--- config.mk ---
export PLATFORM = sky130hd
export DESIGN_NAME = time_set_ctrl_flat
export DESIGN_NICKNAME = d
export VERILOG_FILES = /design/src/rtl/clock_pkg.sv /design/src/rtl/time_set_ctrl_if.sv /design/src/rtl/key_repeat.sv /design/src/rtl/time_set_ctrl.sv /design/src/flat_wrapper.sv
export SDC_FILE = /design/constraint.sdc
export NUM_CORES = 1
export LEC_CHECK = 0
export ABC_AREA = 1
export CAP_MARGIN = 30
export CORE_MARGIN = 4
export CORE_UTILIZATION = 35
export CTS_BUF_LIST = sky130_fd_sc_hd__clkbuf_8
export DETAILED_ROUTE_END_ITERATION = 8
export PLACE_DENSITY = 0.65
export SLEW_MARGIN = 20
export SYNTH_ARGS = -nofsm -noshare
export SYNTH_HDL_FRONTEND = slang
export SYNTH_HIERARCHICAL = 1
export SYNTH_SLANG_ARGS = --single-unit
--- constraint.sdc ---
create_clock -name clk -period 1.8 [get_ports clk]
set_input_delay 0.27 -clock clk [delete_from_list [all_inputs] [get_ports clk]]
set_output_delay 0.27 -clock clk [all_outputs]
set_load 0.02 [all_outputs]
--- src/rtl/clock_pkg.sv ---
// Shared encodings, field limits and wrap helpers for the time-set controller.
package clock_pkg;

  localparam int HR_W = 5;
  localparam int MS_W = 6;

  localparam logic [HR_W-1:0] HR_MAX  = 5'd23;
  localparam logic [MS_W-1:0] MIN_MAX = 6'd59;
  localparam logic [MS_W-1:0] SEC_MAX = 6'd59;

  localparam logic [2:0] ST_NORMAL  = 3'd0;
  localparam logic [2:0] ST_SET_HR  = 3'd1;
  localparam logic [2:0] ST_SET_MIN = 3'd2;
  localparam logic [2:0] ST_SET_SEC = 3'd3;
  localparam logic [2:0] ST_COMMIT  = 3'd4;

  typedef enum logic [2:0] {
    NORMAL  = ST_NORMAL,
    SET_HR  = ST_SET_HR,
    SET_MIN = ST_SET_MIN,
    SET_SEC = ST_SET_SEC,
    COMMIT  = ST_COMMIT
  } state_t;

  localparam logic [1:0] FS_NONE = 2'b00;
  localparam logic [1:0] FS_HR   = 2'b01;
  localparam logic [1:0] FS_MIN  = 2'b10;
  localparam logic [1:0] FS_SEC  = 2'b11;

  // Anything at or above the limit (including garbage captured values) wraps to 0.
  function automatic logic [HR_W-1:0] inc_hr(input logic [HR_W-1:0] v);
    return (v >= HR_MAX) ? '0 : v + HR_W'(1);
  endfunction

  function automatic logic [MS_W-1:0] inc_ms(input logic [MS_W-1:0] v, input logic [MS_W-1:0] max);
    return (v >= max) ? '0 : v + MS_W'(1);
  endfunction

endpackage

--- src/rtl/time_set_ctrl_if.sv ---
// Button/time inputs and edited-time/display outputs of the time-set controller.
interface time_set_ctrl_if;
  import clock_pkg::*;

  logic            tick;
  logic            mode_btn;
  logic            inc_btn;
  logic [HR_W-1:0] cur_hr;
  logic [MS_W-1:0] cur_min;
  logic [MS_W-1:0] cur_sec;
  logic [HR_W-1:0] set_hr;
  logic [MS_W-1:0] set_min;
  logic [MS_W-1:0] set_sec;
  logic            load;
  logic            edit_active;
  logic [1:0]      field_sel;
  logic [2:0]      blink_mask;

  modport master (
    input  tick, mode_btn, inc_btn, cur_hr, cur_min, cur_sec,
    output set_hr, set_min, set_sec, load, edit_active, field_sel, blink_mask
  );

  modport slave (
    output tick, mode_btn, inc_btn, cur_hr, cur_min, cur_sec,
    input  set_hr, set_min, set_sec, load, edit_active, field_sel, blink_mask
  );

endinterface

--- src/rtl/key_repeat.sv ---
// Turns the held increment key into single-cycle pulses: one on the press edge and,
// with AUTO_REPEAT_EN defined, tick-timed repeats while held (clr restarts the delay).
module key_repeat #(
  parameter int REPEAT_DELAY = 5,
  parameter int REPEAT_RATE  = 2
) (
  input  logic clk,
  input  logic rst,
  input  logic tick,
  input  logic key,
  input  logic clr,
  output logic inc_pulse
);

  logic key_q;
  logic key_rise;

  always_ff @(posedge clk) begin
    if (rst) key_q <= 1'b0;
    else     key_q <= key;
  end

  assign key_rise = key & ~key_q;

`ifdef AUTO_REPEAT_EN
  localparam int CNT_W = $clog2(REPEAT_DELAY + 1);
  localparam logic [CNT_W-1:0] DELAY_C  = CNT_W'(REPEAT_DELAY);
  localparam logic [CNT_W-1:0] RELOAD_C = CNT_W'(REPEAT_DELAY - REPEAT_RATE);

  logic [CNT_W-1:0] rpt_cnt;
  logic [CNT_W-1:0] rpt_cnt_inc;
  logic             rpt_hit;

  assign rpt_cnt_inc = rpt_cnt + CNT_W'(1);
  assign rpt_hit     = key & tick & (rpt_cnt_inc == DELAY_C);

  // After the first repeat the counter reloads so later hits land every REPEAT_RATE ticks.
  always_ff @(posedge clk) begin
    if (rst || clr || !key) rpt_cnt <= '0;
    else if (tick)          rpt_cnt <= rpt_hit ? RELOAD_C : rpt_cnt_inc;
  end

  assign inc_pulse = key_rise | rpt_hit;
`else
  logic unused_rpt_cfg;
  assign unused_rpt_cfg = ^{REPEAT_DELAY, REPEAT_RATE, tick, clr};
  assign inc_pulse      = key_rise;
`endif

endmodule

--- src/rtl/time_set_ctrl.sv ---
// Time-set editor: captures running time, edits hr/min/sec with wrap, strobes load on commit.
// Optional AUTO_REPEAT_EN enables held-key auto-repeat inside key_repeat.
module time_set_ctrl
  import clock_pkg::*;
#(
  parameter int TIMEOUT_TICKS = 100,
  parameter int REPEAT_DELAY  = 5,
  parameter int REPEAT_RATE   = 2
) (
  input  logic           clk,
  input  logic           rst,
  time_set_ctrl_if.master bus
);

  localparam int TO_W = $clog2(TIMEOUT_TICKS + 1);
  localparam logic [TO_W-1:0] TO_LAST = TO_W'(TIMEOUT_TICKS);

  state_t          state, state_nxt;
  logic            editing, inc_pulse, rpt_clr, to_hit;
  logic [TO_W-1:0] to_cnt, to_cnt_inc;
  logic [1:0]      fs_nxt;
  logic [2:0]      blink_nxt;

  assign editing = state inside {SET_HR, SET_MIN, SET_SEC};
  assign rpt_clr = bus.mode_btn | ~editing;

  key_repeat #(
    .REPEAT_DELAY (REPEAT_DELAY),
    .REPEAT_RATE  (REPEAT_RATE)
  ) u_key_repeat (
    .clk       (clk),
    .rst       (rst),
    .tick      (bus.tick),
    .key       (bus.inc_btn),
    .clr       (rpt_clr),
    .inc_pulse (inc_pulse)
  );

  assign to_cnt_inc = to_cnt + TO_W'(1);
  assign to_hit     = editing & bus.tick & ~inc_pulse & (to_cnt_inc == TO_LAST);

  always_ff @(posedge clk) begin
    if (rst || !editing || bus.mode_btn || inc_pulse) to_cnt <= '0;
    else if (bus.tick)                                to_cnt <= to_cnt_inc;
  end

  always_ff @(posedge clk) begin
    if (rst) state <= NORMAL;
    else     state <= state_nxt;
  end

  // mode_btn outranks timeout expiry in every SET state.
  always_comb begin
    state_nxt = state;
    fs_nxt    = FS_NONE;
    blink_nxt = 3'b000;
    case (state)
      NORMAL:  if (bus.mode_btn) state_nxt = SET_HR;
      SET_HR:  if (bus.mode_btn) state_nxt = SET_MIN; else if (to_hit) state_nxt = NORMAL;
      SET_MIN: if (bus.mode_btn) state_nxt = SET_SEC; else if (to_hit) state_nxt = NORMAL;
      SET_SEC: if (bus.mode_btn) state_nxt = COMMIT;  else if (to_hit) state_nxt = NORMAL;
      COMMIT:  state_nxt = NORMAL;
      default: state_nxt = NORMAL;
    endcase
    case (state_nxt)
      SET_HR:  begin fs_nxt = FS_HR;  blink_nxt = 3'b100; end
      SET_MIN: begin fs_nxt = FS_MIN; blink_nxt = 3'b010; end
      SET_SEC: begin fs_nxt = FS_SEC; blink_nxt = 3'b001; end
      default: begin fs_nxt = FS_NONE; blink_nxt = 3'b000; end
    endcase
  end

  always_ff @(posedge clk) begin
    if (rst) begin
      bus.set_hr      <= '0;
      bus.set_min     <= '0;
      bus.set_sec     <= '0;
      bus.load        <= 1'b0;
      bus.edit_active <= 1'b0;
      bus.field_sel   <= FS_NONE;
      bus.blink_mask  <= 3'b000;
    end else begin
      bus.load        <= (state_nxt == COMMIT);
      bus.edit_active <= state_nxt inside {SET_HR, SET_MIN, SET_SEC};
      bus.field_sel   <= fs_nxt;
      bus.blink_mask  <= blink_nxt;
      if (state == NORMAL && bus.mode_btn) begin
        bus.set_hr  <= bus.cur_hr;
        bus.set_min <= bus.cur_min;
        bus.set_sec <= bus.cur_sec;
      end else if (inc_pulse && !bus.mode_btn) begin
        case (state)
          SET_HR:  bus.set_hr  <= inc_hr(bus.set_hr);
          SET_MIN: bus.set_min <= inc_ms(bus.set_min, MIN_MAX);
          SET_SEC: bus.set_sec <= inc_ms(bus.set_sec, SEC_MAX);
          default: ;
        endcase
      end
    end
  end

endmodule

--- src/flat_wrapper.sv ---
// flat-port wrapper written by rule: the top's interface ports become plain ports
module time_set_ctrl_flat import clock_pkg::*;
#(
  parameter int TIMEOUT_TICKS = 100,
  parameter int REPEAT_DELAY  = 5,
  parameter int REPEAT_RATE   = 2
)
  (clk, rst, bus_tick, bus_mode_btn, bus_inc_btn, bus_cur_hr, bus_cur_min, bus_cur_sec, bus_set_hr, bus_set_min, bus_set_sec, bus_load, bus_edit_active, bus_field_sel, bus_blink_mask);
  time_set_ctrl_if bus_i ();
  input  logic clk;
  input  logic rst;
  input wire logic [$bits(bus_i.tick)-1:0] bus_tick;
  input wire logic [$bits(bus_i.mode_btn)-1:0] bus_mode_btn;
  input wire logic [$bits(bus_i.inc_btn)-1:0] bus_inc_btn;
  input wire logic [$bits(bus_i.cur_hr)-1:0] bus_cur_hr;
  input wire logic [$bits(bus_i.cur_min)-1:0] bus_cur_min;
  input wire logic [$bits(bus_i.cur_sec)-1:0] bus_cur_sec;
  output wire logic [$bits(bus_i.set_hr)-1:0] bus_set_hr;
  output wire logic [$bits(bus_i.set_min)-1:0] bus_set_min;
  output wire logic [$bits(bus_i.set_sec)-1:0] bus_set_sec;
  output wire logic [$bits(bus_i.load)-1:0] bus_load;
  output wire logic [$bits(bus_i.edit_active)-1:0] bus_edit_active;
  output wire logic [$bits(bus_i.field_sel)-1:0] bus_field_sel;
  output wire logic [$bits(bus_i.blink_mask)-1:0] bus_blink_mask;
  assign bus_i.tick = bus_tick;
  assign bus_i.mode_btn = bus_mode_btn;
  assign bus_i.inc_btn = bus_inc_btn;
  assign bus_i.cur_hr = bus_cur_hr;
  assign bus_i.cur_min = bus_cur_min;
  assign bus_i.cur_sec = bus_cur_sec;
  assign bus_set_hr = bus_i.set_hr;
  assign bus_set_min = bus_i.set_min;
  assign bus_set_sec = bus_i.set_sec;
  assign bus_load = bus_i.load;
  assign bus_edit_active = bus_i.edit_active;
  assign bus_field_sel = bus_i.field_sel;
  assign bus_blink_mask = bus_i.blink_mask;
  time_set_ctrl #(.TIMEOUT_TICKS(TIMEOUT_TICKS), .REPEAT_DELAY(REPEAT_DELAY), .REPEAT_RATE(REPEAT_RATE)) u_core (.clk(clk), .rst(rst), .bus(bus_i));
endmodule
# ---- Yosys cells after proc, flatten, opt, wreduce, memory -nomap -nowiden
# Cells that the tools add are included.
dict set report word_totals {
  out_inout_bits 24
  register_bits 35
}
dict set report op_classes {
  reduce_logical 17
  addsub 4
  n_bitwise 6
  eq_ne 8
  n_lt_le_gt_ge 3
  n_mux 20
}
# op n
set op_table {}
lappend op_table {{$mux W6} 8}
lappend op_table {{$mux W5} 4}
lappend op_table {{$mux W3} 5}
lappend op_table {{$add A6 B1 Y6 const B} 2}
lappend op_table {{$eq A3 B2 Y1 const B} 4}
lappend op_table {{$ge A6 B6 Y1 const B} 2}
lappend op_table {{$pmux W3 S4} 1}
lappend op_table {{$pmux W3 S3} 1}
lappend op_table {{$reduce_bool A2 Y1} 4}
lappend op_table {{$add A7 B1 Y7 const B} 1}
lappend op_table {{$eq A7 B7 Y1 const B} 1}
lappend op_table {{$eq A3 B1 Y1 const B} 2}
lappend op_table {{$pmux W2 S3} 1}
lappend op_table {{$reduce_and A2 Y1} 3}
lappend op_table {{$reduce_bool A3 Y1} 2}
lappend op_table {{$add A5 B1 Y5 const B} 1}
lappend op_table {{$ge A5 B5 Y1 const B} 1}
lappend op_table {{$and A1 B1 Y1} 4}
lappend op_table {{$eq A3 B3 Y1 const B} 1}
lappend op_table {{$logic_not A3 Y1} 1}
lappend op_table {{$logic_or A1 B1 Y1} 3}
lappend op_table {{$logic_and A1 B1 Y1} 2}
lappend op_table {{$logic_not A1 Y1} 2}
lappend op_table {{$not A1 Y1} 2}

# ---- Logic depth before layout (Yosys ltp)
dict set report logic_depth {
  depth_word 10
  ltp_mapped 12
  ltp_nobuf 12
}

# ---- Hierarchy
# Netlist, hierarchy kept.
# module cells_per_inst seq_area_each_um2 instances area_each_um2
set by_module_without_submodules {}
lappend by_module_without_submodules {time_set_ctrl 260 680.7 1 1804.2}
lappend by_module_without_submodules {key_repeat 4 20.0 1 31.3}

# ---- Worst setup path after synthesis
# Ideal clock, no wire load.
dict set report synth_timing {
  path_kind {register to register}
  start {register u_core.to_cnt[0]}
  end {register u_core.bus.edit_active}
  slack_ns 0.312
  arrival_time_ns 1.377
  period_less_slack_ns 1.488
  t_required_ns 1.689
  path_stages_with_launch 11
  path_cell_list {dfxtp_1 ha_1 inv_1 nand2_1 nand3_1 nor2_2 nand3_2 o21ai_4 nand3_1 nand2_1 inv_1}
}
dict set report synth_via {
  elab_chain_len 8
}
# element line
set synth_lines {}
lappend synth_lines {{from (decl)} time_set_ctrl.sv:20} ;# logic [TO_W-1:0] to_cnt, to_cnt_inc;
lappend synth_lines {{from (signal assigned)} time_set_ctrl.sv:44} ;# else if (bus.tick) to_cnt <= to_cnt_inc;
lappend synth_lines {{$add A7 B1 Y7 (*)} time_set_ctrl.sv:39} ;# assign to_cnt_inc = to_cnt + TO_W'(1);
lappend synth_lines {{$eq A7 B7 Y1 (*)} time_set_ctrl.sv:40} ;# assign to_hit = editing & bus.tick & ~inc_pulse & (to_cnt_inc == TO_LAST);
lappend synth_lines {{$and A1 B1 Y1 (*)} time_set_ctrl.sv:40}
lappend synth_lines {{$mux W3 (*)} {time_set_ctrl.sv:59, time_set_ctrl.sv:60, time_set_ctrl.sv:61}}
lappend synth_lines {{$mux W3 (on tied branches)} {time_set_ctrl.sv:61, time_set_ctrl.sv:59, time_set_ctrl.sv:60}}
lappend synth_lines {{$pmux W3 S4 (*)} time_set_ctrl.sv:57} ;# case (state)
lappend synth_lines {{$eq A3 B1 Y1 / $eq A3 B2 Y1 (equally long branches)} time_set_ctrl.sv:84} ;# bus.edit_active <= state_nxt inside {SET_HR, SET_MIN, SET_SEC};
lappend synth_lines {{$reduce_bool A3 Y1 (*)} time_set_ctrl.sv:84}
lappend synth_lines {{to (signal assigned)} time_set_ctrl.sv:84}
lappend synth_lines {{to (decl)} time_set_ctrl_if.sv:21} ;# output set_hr, set_min, set_sec, load, edit_active, field_sel, blink_mask
# Every way passes the cells marked *; elsewhere a longest branch is shown, timed or not.
# A chain may end at the register's enable or synchronous reset.

# ---- Worst setup path in the final report
dict set report layout_timing {
  start {register u_core.to_cnt[0]}
  end {register u_core.state[0]}
}
dict set report layout_via {
  elab_chain_len 6
}
# element line
set layout_lines {}
lappend layout_lines {{$add A7 B1 Y7 (*)} time_set_ctrl.sv:39}
lappend layout_lines {{$eq A7 B7 Y1 (*)} time_set_ctrl.sv:40}
lappend layout_lines {{$and A1 B1 Y1 (*)} time_set_ctrl.sv:40}
lappend layout_lines {{$mux W3 (*)} {time_set_ctrl.sv:59, time_set_ctrl.sv:60, time_set_ctrl.sv:61}}
lappend layout_lines {{$mux W3 (on tied branches)} {time_set_ctrl.sv:61, time_set_ctrl.sv:59, time_set_ctrl.sv:60}}
lappend layout_lines {{$pmux W3 S4 (*)} time_set_ctrl.sv:57}
lappend layout_lines {{to (signal assigned)} time_set_ctrl.sv:49} ;# else state <= state_nxt;
lappend layout_lines {{to (decl)} time_set_ctrl.sv:18} ;# state_t state, state_nxt;
# Marked as above.

==> flow_summary.toml <==
[sta]
clock_skew_ns = 0.006035
grt_setup_unrepaired = "no"
relSlewSlack = 0.6907
period_share = 0.9193
finalMaxSlewViolations = 0
fin_hold_ws_ns = 0.5103
fmax_mhz = 604.3
min_period_ns = 1.655
worstMarginPinSlew_ns = 0.4591
finalHoldViolCount = 0
setup_viol = 0
finalSetupTns_ns = 0
setup_slack_ns = 0.1452

[yosys]
synthTopCellsByArea = "dfxtp_1 (38%), nand2_1 (13%), inv_1 (6.3%)"
ys.warnings.count = 6
syn_area_per_cell_um2 = 6.953
syn_nets = 290
ys_types = 31
synth_top_area_frac = 0.3817
syn_inst = 264
seq_area_frac_synth = 0.3817
yosys.area.top_type = "dfxtp_1"
synthesis.area_um2 = 1836
synth_seq_cells = 35

[placed_design]
dp_slack_ns = -0.08016
hpwlAfterDp_um = 3272
place_area_um2 = 2461
port_buffers = 45
gp_congestion = 0.8376
place_inst = 388

[pwr]
comb_power_share = 0.284
intPower_mw = 1.362
vdd_drop_max_mv = 0.3579
p_sw_uw = 622.3
powerDensity_nw_per_um2 = 779.6
swShare = 0.3136
power_frac_seq = 0.450
p_leak_nw = 1.070
clock_power_share = 0.266

[drt]
vias = 1863
finalWirelength_um = 4370
wire_per_inst_um = 11.04
remaining_drc_errors = 0
ant_nets = 0
drt_first_iter_violations = 56
vias_per_cell = 4.705
dr.pass1.iters = 4

[cts]
cts-root-buf = "clkbuf_8"
cts_tree = "yes"
clk_latency_ns = 0.28
cts_buffers = 5
clk_pin_slew_ns = 0.07
htreeDepth = 2
post_cts_buffers = 0
cts.sinks = 35
cts_buffer_depth = 2

[worst_setup_path]
cp_slowest_cell = "dfxtp_1"
crit_buf_inv = 2
rrSetupSlack_ns = 0.15
crit_fanout = 4
path_depth = 10
path_class = "flop to flop"
critPathArrivalTime_ns = 1.83
cpPeakStageDelay_ns = 0.40
critPathCaptureType = "flop"
cp_top_family = "simple AND/OR/NAND/NOR gates"
ff2ff_path_depth = 10
start_kind = "flop"
cp_cell_sequence = "ha_1, inv_1, nand2_1, nand3_1, nor2_2, nand3_2, o21bai_2, nand2_2, nand2_2, inv_1"
required_ns = 1.98

[final_layout]
n_antenna_cell = 0
final_cell_area_um2 = 2545
instances_no_fill = 396
final_common_cell = "nand2_1"
syn_to_final_growth_pct = 38.65
nets = 351
final_cell_mix = "nand2_1 (63), clkdlybuf4s50_1 (45), dfxtp_1 (35), inv_1 (33), a21oi_1 (22)"
final_layout_size_suffix_gt1_frac = 0.1411

[floorplanning]
fp.dieH_um = 80.42
dieArea_um2 = 6467
start_util = 0.3594
die_w_um = 80.42
io_pins = 46
coreArea_um2 = 5107
rows = 26

[worst_hold_path]
hold_path_depth = 2
min_path_type = "flop to flop"

[global_route]
antenna_found_initial = 0
overflow = 0
grt_start_max_net_pins = 19
grt_pass1_vias = 1777
grt_pass1_wl_um = 7431
grt_usage = 0.1438

[job]
max_cap_viol_count = 0

[status]
status = "completed"
-- area by class of cell --
class,count,area (µm²)
flip-flops and latches,35,700.7
clock inverters,3,12.51
clock buffers,5,68.82
fillers,522,2562
inverters,37,138.9
repair buffers,59,568.0
multi-input cells,187,968.4
well taps,70,87.58
-- cells by family (layout without fill, tap and decap cells) --
family                   count (synthesis)  in the layout  share of synthesized area
adder cells (fa/ha/maj)                  4              4                    0.02727
AND/OR/NAND/NOR                        126            126                     0.3190
buffers and inverters                   42            104                    0.09202
XOR/XNOR                                 3              3                    0.01432
AO/OA/AOI/OAI                           54             54                     0.1657
flip-flops                              35             35                     0.3817
-- state kept, by name (all words and copies together), names as in the netlist --
| register | cells |
|---|---|
| u_core/state | 3 |
| u_core/bus.field_sel | 2 |
| u_core/bus.set_min | 6 |
| u_core/bus.blink_mask | 3 |
| u_core/bus.load | 1 |
| u_core/bus.set_sec | 6 |
| u_core/bus.set_hr | 5 |
| u_core/bus.edit_active | 1 |
| u_core/u_key_repeat/key_q | 1 |
| u_core/to_cnt | 7 |
-- worst register-to-register path, stage by stage, from the launching register on --
cell and delay (ns):
dfxtp_1 0.40, ha_1 0.27, inv_1 0.08, nand2_1 0.07
nand3_1 0.10, nor2_2 0.13, nand3_2 0.10, o21bai_2 0.16
nand2_2 0.09, nand2_2 0.09, inv_1 0.05
-- synth_stat cells, drive strengths merged --
library cell,number
a21oi,22
a22oi,1
a31oi,6
buf,4
clkbuf,1
clkinv,1
dfxtp,35
ha,4
inv,36
nand2,69
nand3,20
nand4,5
nor2,26
nor3,4
o211ai,1
o21ai,23
o21bai,1
or2,2
xnor2,1
xor2,2
-- path summary, 6_finish.rpt --
check / from / to
worst max register to register: u_core/to_cnt[0] / u_core/state[0]
worst max-delay path: u_core/to_cnt[0] / u_core/state[0]
worst min-delay path: u_core/to_cnt[1] / u_core/to_cnt[1]
worst min register to register: u_core/to_cnt[1] / u_core/to_cnt[1]
-- repair_timing --
item                       CTS  global route
setup endpoints to repair    0             1
hold buffers                 0             0
resized for setup            0             1
-- metrics by stage --
step / util / total power, mW
floorplan: - / 1.219
global placement: 0.4819 / 1.467
detailed placement: 0.4819 / 1.473
CTS: 0.4978 / 2.015
global route: 0.4983 / 2.106
finish: 0.4983 / 1.984
-- metal layers --
metal	part of all wire	vias to the layer above	global-route usage	wire length [µm]
met5	0	-	0	0
met4	0.0018	0	0.03547	8
met3	0.062	2	0.04484	273
met2	0.47	54	0.2492	2069
met1	0.46	831	0.1718	2018
li1	-	976	-	-
-- power groups by stage --
stage               clock network (mW)  registers [mW]  logic, mW
floorplan                            0           0.963      0.255
global placement                     0           0.910      0.558
detailed placement                   0           0.909      0.564
CTS                              0.555           0.892      0.568
global route                     0.584           0.900      0.621
finish                           0.528           0.892      0.564
(Power assumes the default switching activity.)
==> RTL edit 1: new RTL, same settings <==
Add a define of `AUTO_REPEAT_EN`.
--- a/src/rtl/key_repeat.sv
+++ b/src/rtl/key_repeat.sv
@@ -1,5 +1,7 @@
 // Turns the held increment key into single-cycle pulses: one on the press edge and,
 // with AUTO_REPEAT_EN defined, tick-timed repeats while held (clr restarts the delay).
+`define AUTO_REPEAT_EN
+
 module key_repeat #(
   parameter int REPEAT_DELAY = 5,
   parameter int REPEAT_RATE  = 2
Check against the original RTL: not equivalent (Yosys sat finds a counterexample within 10 cycles, from zero or initial values and one cycle with rst high).
==> RTL edit 1 against the unedited design <==
The flow now finishes with violations (setup timing); via count grew 11%; utilization rose by 3.0 points; cell area is 16% higher; clock power rose by 29%; setup slack worse by 160 ps; routed wire length up 12%; power rose by 15%; sequential cell count up 3; critical path type unchanged; die area grew 9.3%; area after synthesis is 10% higher; final cell count rose by 10%; first-iteration DRC count increased by 36%; sequential share of layout area is 1.5 points lower.
==> RTL edit 1: results (changes against the unedited design) <==
Setup path
  • Crit-path max cell delay: 360 ps (-40 ps)
  • CP Max Fanout: 4 (unchanged)
  • Worst Setup SP: u_core/u_key_repeat/rpt_cnt[1]
  • Slowest stage cell, crit path: dfxtp_2
  • Worst r2r src: u_core/u_key_repeat/rpt_cnt[1]
  • CP top delay family: simple AND/OR/NAND/NOR gates
  • CP Data Arrival Time: 2000 ps (+170 ps)

Pwr
  • P_leak: 1.23 nW (+15%)
  • Worst vdd ir: 0.000335 V (-6.3%)

Layout
  • Top Registers: u_core/to_cnt x7, u_core/bus.set_min x6, u_core/bus.set_sec x6
  • # fillers: 551 (+5.6%)
  • ANT cells: 0 (unchanged)
  • Layout Nets: 391 (+11%)
  • Share of cells above drive strength 1: 0.231 (+0.0897)

Timing
  • Slew @ Worst Pin: 473 ps (+13.4 ps)
  • Setup_tns: -17.3 ps (-17.3 ps)
  • Fin Clk Skew: 3.91 ps (-2.13 ps)
  • Count of final setup violators: 2 (+2)
  • Final WS setup: -12.1 ps (-157 ps)

Synth
  • YS warnings: 6 (unchanged)
  • Synth Flop Type: dfxtp_1
  • Synth top area cells: dfxtp_1, nand2_1, inv_1
  • Post-synthesis cell type count: 31 (unchanged)
  • Synth cell count leaders: nand2_1, dfxtp_1, inv_1
  • Synth Net Count: 319 (+10%)
  • Ys async rst share: 0 (unchanged)
  • Register area share after synthesis: 0.376 (-0.00596)

Clock tree
  • CTS buffer count: 5 (unchanged)
  • Clk Latency, worst-skew pair: 290 ps
  • Clk root buf: clkbuf_8
  • H-tree depth: 2 (unchanged)
  • Clock slew seen by the registers of the worst setup and hold paths: 70 ps (about the same)
  • CTS Buffer Depth: 2 (unchanged)

Drt
  • Via density: 4.75 (+0.97%)
  • Routed wire length: 4900 µm (+12%)
  • Drt first pass iters: 4 (unchanged)
  • Initial drt markers: 76 (+36%)

Run status
  • Failing checks: setup timing
  • Status: complete, but fails checks

Global route
  • Pin count of the biggest net entering global routing: 19 (unchanged)
  • Tot GR Track Use: 0.138 (-0.00587)
  • Initial antenna violation count: 0 (unchanged)
  • First-pass GRT wire length: 8210 µm (+10%)
  • Via count of the first global-routing pass: 1,911 (+7.5%)

Placement
  • HPWL after DPL: 3610 µm (+10%)
  • Port bufs: 45 (unchanged)
  • GPL Wtd Cong: 0.806 (-3.8%)
  • Dpl cell area: 2710 µm² (+9.9%)

Worst hold path
  • Hold Startpoint: u_core/to_cnt[1]
  • Min-Delay Path Class: flip-flop to flip-flop
==> RTL edit 1: cell families after synthesis <==
family | share of synthesized area
buffers and inverters | 0.0946
adder cells (fa/ha/maj) | 0.0371
flip-flops | 0.376
XOR/XNOR | 0.0173
AO/OA/AOI/OAI | 0.160
AND/OR/NAND/NOR | 0.315
==> RTL edit 1: per-layer routing <==
metal,routed length (µm),global-route usage
met3,283,0.0395
met1,2270,0.176
met2,2280,0.221
met5,0,0
met4,73,0.0482
==> RTL edit 1: final cells by class <==
class / instances / area share
multi-input combinational: 205 / 0.393
sequential: 38 / 0.260
timing repair buffer: 70 / 0.223
inverter: 43 / 0.0552
clock buffer: 8 / 0.0374
tap: 72 / 0.0306
==> RTL edit 1: power breakdown <==
group	internal (mW)	switching, mW
registers	0.901	0.0591
clock network	0.387	0.295
logic	0.305	0.332
==> RTL edit 1: tightest hold or removal path, stage by stage, from the launching register on <==
cell     delay (ps)
dfxtp_1         340
nand2_1          70
a21oi_1          50
==> RTL edit 1: final timing paths <==
kind / endpoint / slack (ps) / cells past startpoint
max reg2reg: u_core/bus.edit_active / -10 / 16
max: u_core/bus.edit_active / -10 / 16
min: u_core/to_cnt[1] / 510 / 2
min reg2reg: u_core/to_cnt[1] / 510 / 2
==> RTL edit 1: timing repair <==
action	4_1_cts	5_1_grt
buffers inserted	1	3
pin swaps	4	14
setup endpoints to repair	17	25
cloned	0	0
resized for setup	11	23
hold buffers	0	0
==> RTL edit 1: stage by stage <==
| step | hold slack [ps] | util | instances | setup slack (ps) |
|---|---|---|---|---|
| after floorplan | 342 | - | 291 | 39.3 |
| after global placement | 491 | 0.485 | 424 | -296 |
| after detailed placement | 498 | 0.485 | 424 | -339 |
| after CTS | 509 | 0.512 | 433 | -43.5 |
| after global routing | 520 | 0.528 | 436 | -190 |
| final | 509 | 0.528 | 436 | -12.1 |
==> RTL edit 2: new RTL, same settings <==
Made on the original files. Set the package constant `MIN_MAX` to 6'd58 (it was 6'd59).
--- a/src/rtl/clock_pkg.sv
+++ b/src/rtl/clock_pkg.sv
@@ -5,7 +5,7 @@
   localparam int MS_W = 6;
 
   localparam logic [HR_W-1:0] HR_MAX  = 5'd23;
-  localparam logic [MS_W-1:0] MIN_MAX = 6'd59;
+  localparam logic [MS_W-1:0] MIN_MAX = 6'd58;
   localparam logic [MS_W-1:0] SEC_MAX = 6'd59;
 
   localparam logic [2:0] ST_NORMAL  = 3'd0;
Formal check against the unedited RTL: not equivalent (a bounded check fails within 4 cycles, from zero or initial values and one cycle with rst high).
==> RTL edit 2 against the unedited design <==
Setup slack gained 41 ps; maximum frequency grew 2.5%; power grew 12%; via count shrank 2.1%; area after synthesis grew 3.1%; routed wire length shrank 1.8%; cell area grew 3.3%; sequential cell count is the same; worst hold slack lost 5.1 ps; global-route usage shrank 0.33 points; die area grew 2.8%; critical endpoint is now bus_set_sec[4].
==> RTL edit 2: results (changes against the unedited design) <==
Global route
  • Met1 usage: 0.176 (+0.00443)
  • First-pass GRT wire length: 7270 µm (-2.1%)
  • Grt ovf: 0 (unchanged)
  • Met3 Track Usage GR: 0.0384 (-0.00647)
  • Met2 usage: 0.226 (-0.0228)
  • Tot GR Track Use: 0.140 (-0.00334)
  • Pin count of the biggest net entering global routing: 18 (-1)
  • Via count of the first global-routing pass: 1,718 (-3.3%)

Drt
  • Met1 WL: 2100 µm (+4.0%)
  • DR WL/cell: 10.8 µm (-1.8%)
  • Initial drt markers: 98 (+75%)
  • Met3 wire length: 192 µm (-30%)
  • Via count: 1,824 (-2.1%)
  • Routed wl met2: 1930 µm (-6.5%)
  • Routed wire length: 4290 µm (-1.8%)

Run status
  • Status: finished clean

Placement
  • GPL Wtd Cong: 0.811 (-3.2%)
  • HPWL after DPL: 3290 µm (+0.61%)
  • Pre-CTS WS: -85.2 ps (-5.06 ps)
  • Dpl cell area: 2500 µm² (+1.5%)

Timing
  • Slew HR: 0.801 (+0.110)
  • Fin Clk Skew: 4.85 ps (-1.18 ps)
  • Hold slack: 505 ps (-5.12 ps)

Worst hold path
  • Hold Startpoint: u_core/to_cnt[1]
  • Worst hold endpoint: u_core/to_cnt[1]

Pwr
  • Switching power total: 0.612 mW (-1.7%)
  • P_leak: 1.12 nW (+4.5%)
  • Total power: 2.23 mW (+12%)
  • Total combinational power: 0.512 mW (-9.2%)
  • Worst vdd ir: 0.000300 V (-16%)
  • Seq. pwr: 0.878 mW (-2%)

Synth
  • Synthesized area per cell: 7.11 µm² (+2.3%)
  • Synth Net Count: 293 (+1.0%)

Setup path
  • R2R depth: 10 (unchanged)
  • R2r setup slk: 230 ps (+80 ps)
  • Worst r2r src: u_core/to_cnt[0]
  • CP top delay family: buffers and inverters
  • Endpoint of the worst-slack reg-to-reg timing path: u_core/bus.edit_active
  • CP Max Fanout: 5 (+1)
  • CP Data Arrival Time: 1340 ps (-490 ps)
  • Crit-path max cell delay: 640 ps (+240 ps)
  • Slowest stage cell, crit path: clkdlybuf4s50_1

Layout
  • Share of cells above drive strength 1: 0.163 (+0.0215)
  • Layout Nets: 352 (+0.28%)
  • Most common cell after layout, fill and taps aside: nand2_1
  • Area Growth Syn to Fin: 39.0%

Job
  • Max-cap viol count: 0 (unchanged)
## RTL edit 2: cell type report
class                      count  area [µm²]
multi-input combinational    188        1000
timing repair buffer          58         561
clock inverter                 3        63.8
clock buffer                   5        68.8
fill                         505        2540
sequential                    35         701
inverter                      37         144
tap                           70        87.6
## RTL edit 2: worst max path at each step
stage                                      from                     end  slack (ps)  cells after the start
after floorplan           u_core/bus.set_min[0]   u_core/bus.set_min[3]         380                      9
after global placement              bus_inc_btn    u_core/bus.set_hr[2]         -40                     11
after detailed placement            bus_inc_btn    u_core/bus.set_hr[2]         -90                     11
after CTS                 u_core/bus.set_min[1]          bus_set_min[1]         170                      1
after global routing           u_core/to_cnt[0]  u_core/bus.edit_active          10                     12
final                     u_core/bus.set_sec[4]          bus_set_sec[4]         190                      1
## RTL edit 2: repair_timing
action | in CTS | in global routing
buffers inserted | 0 | 0
endpoints found under the hold margin | 0 | 0
hold buffers | 0 | 0
endpoints found under the setup margin | 0 | 1
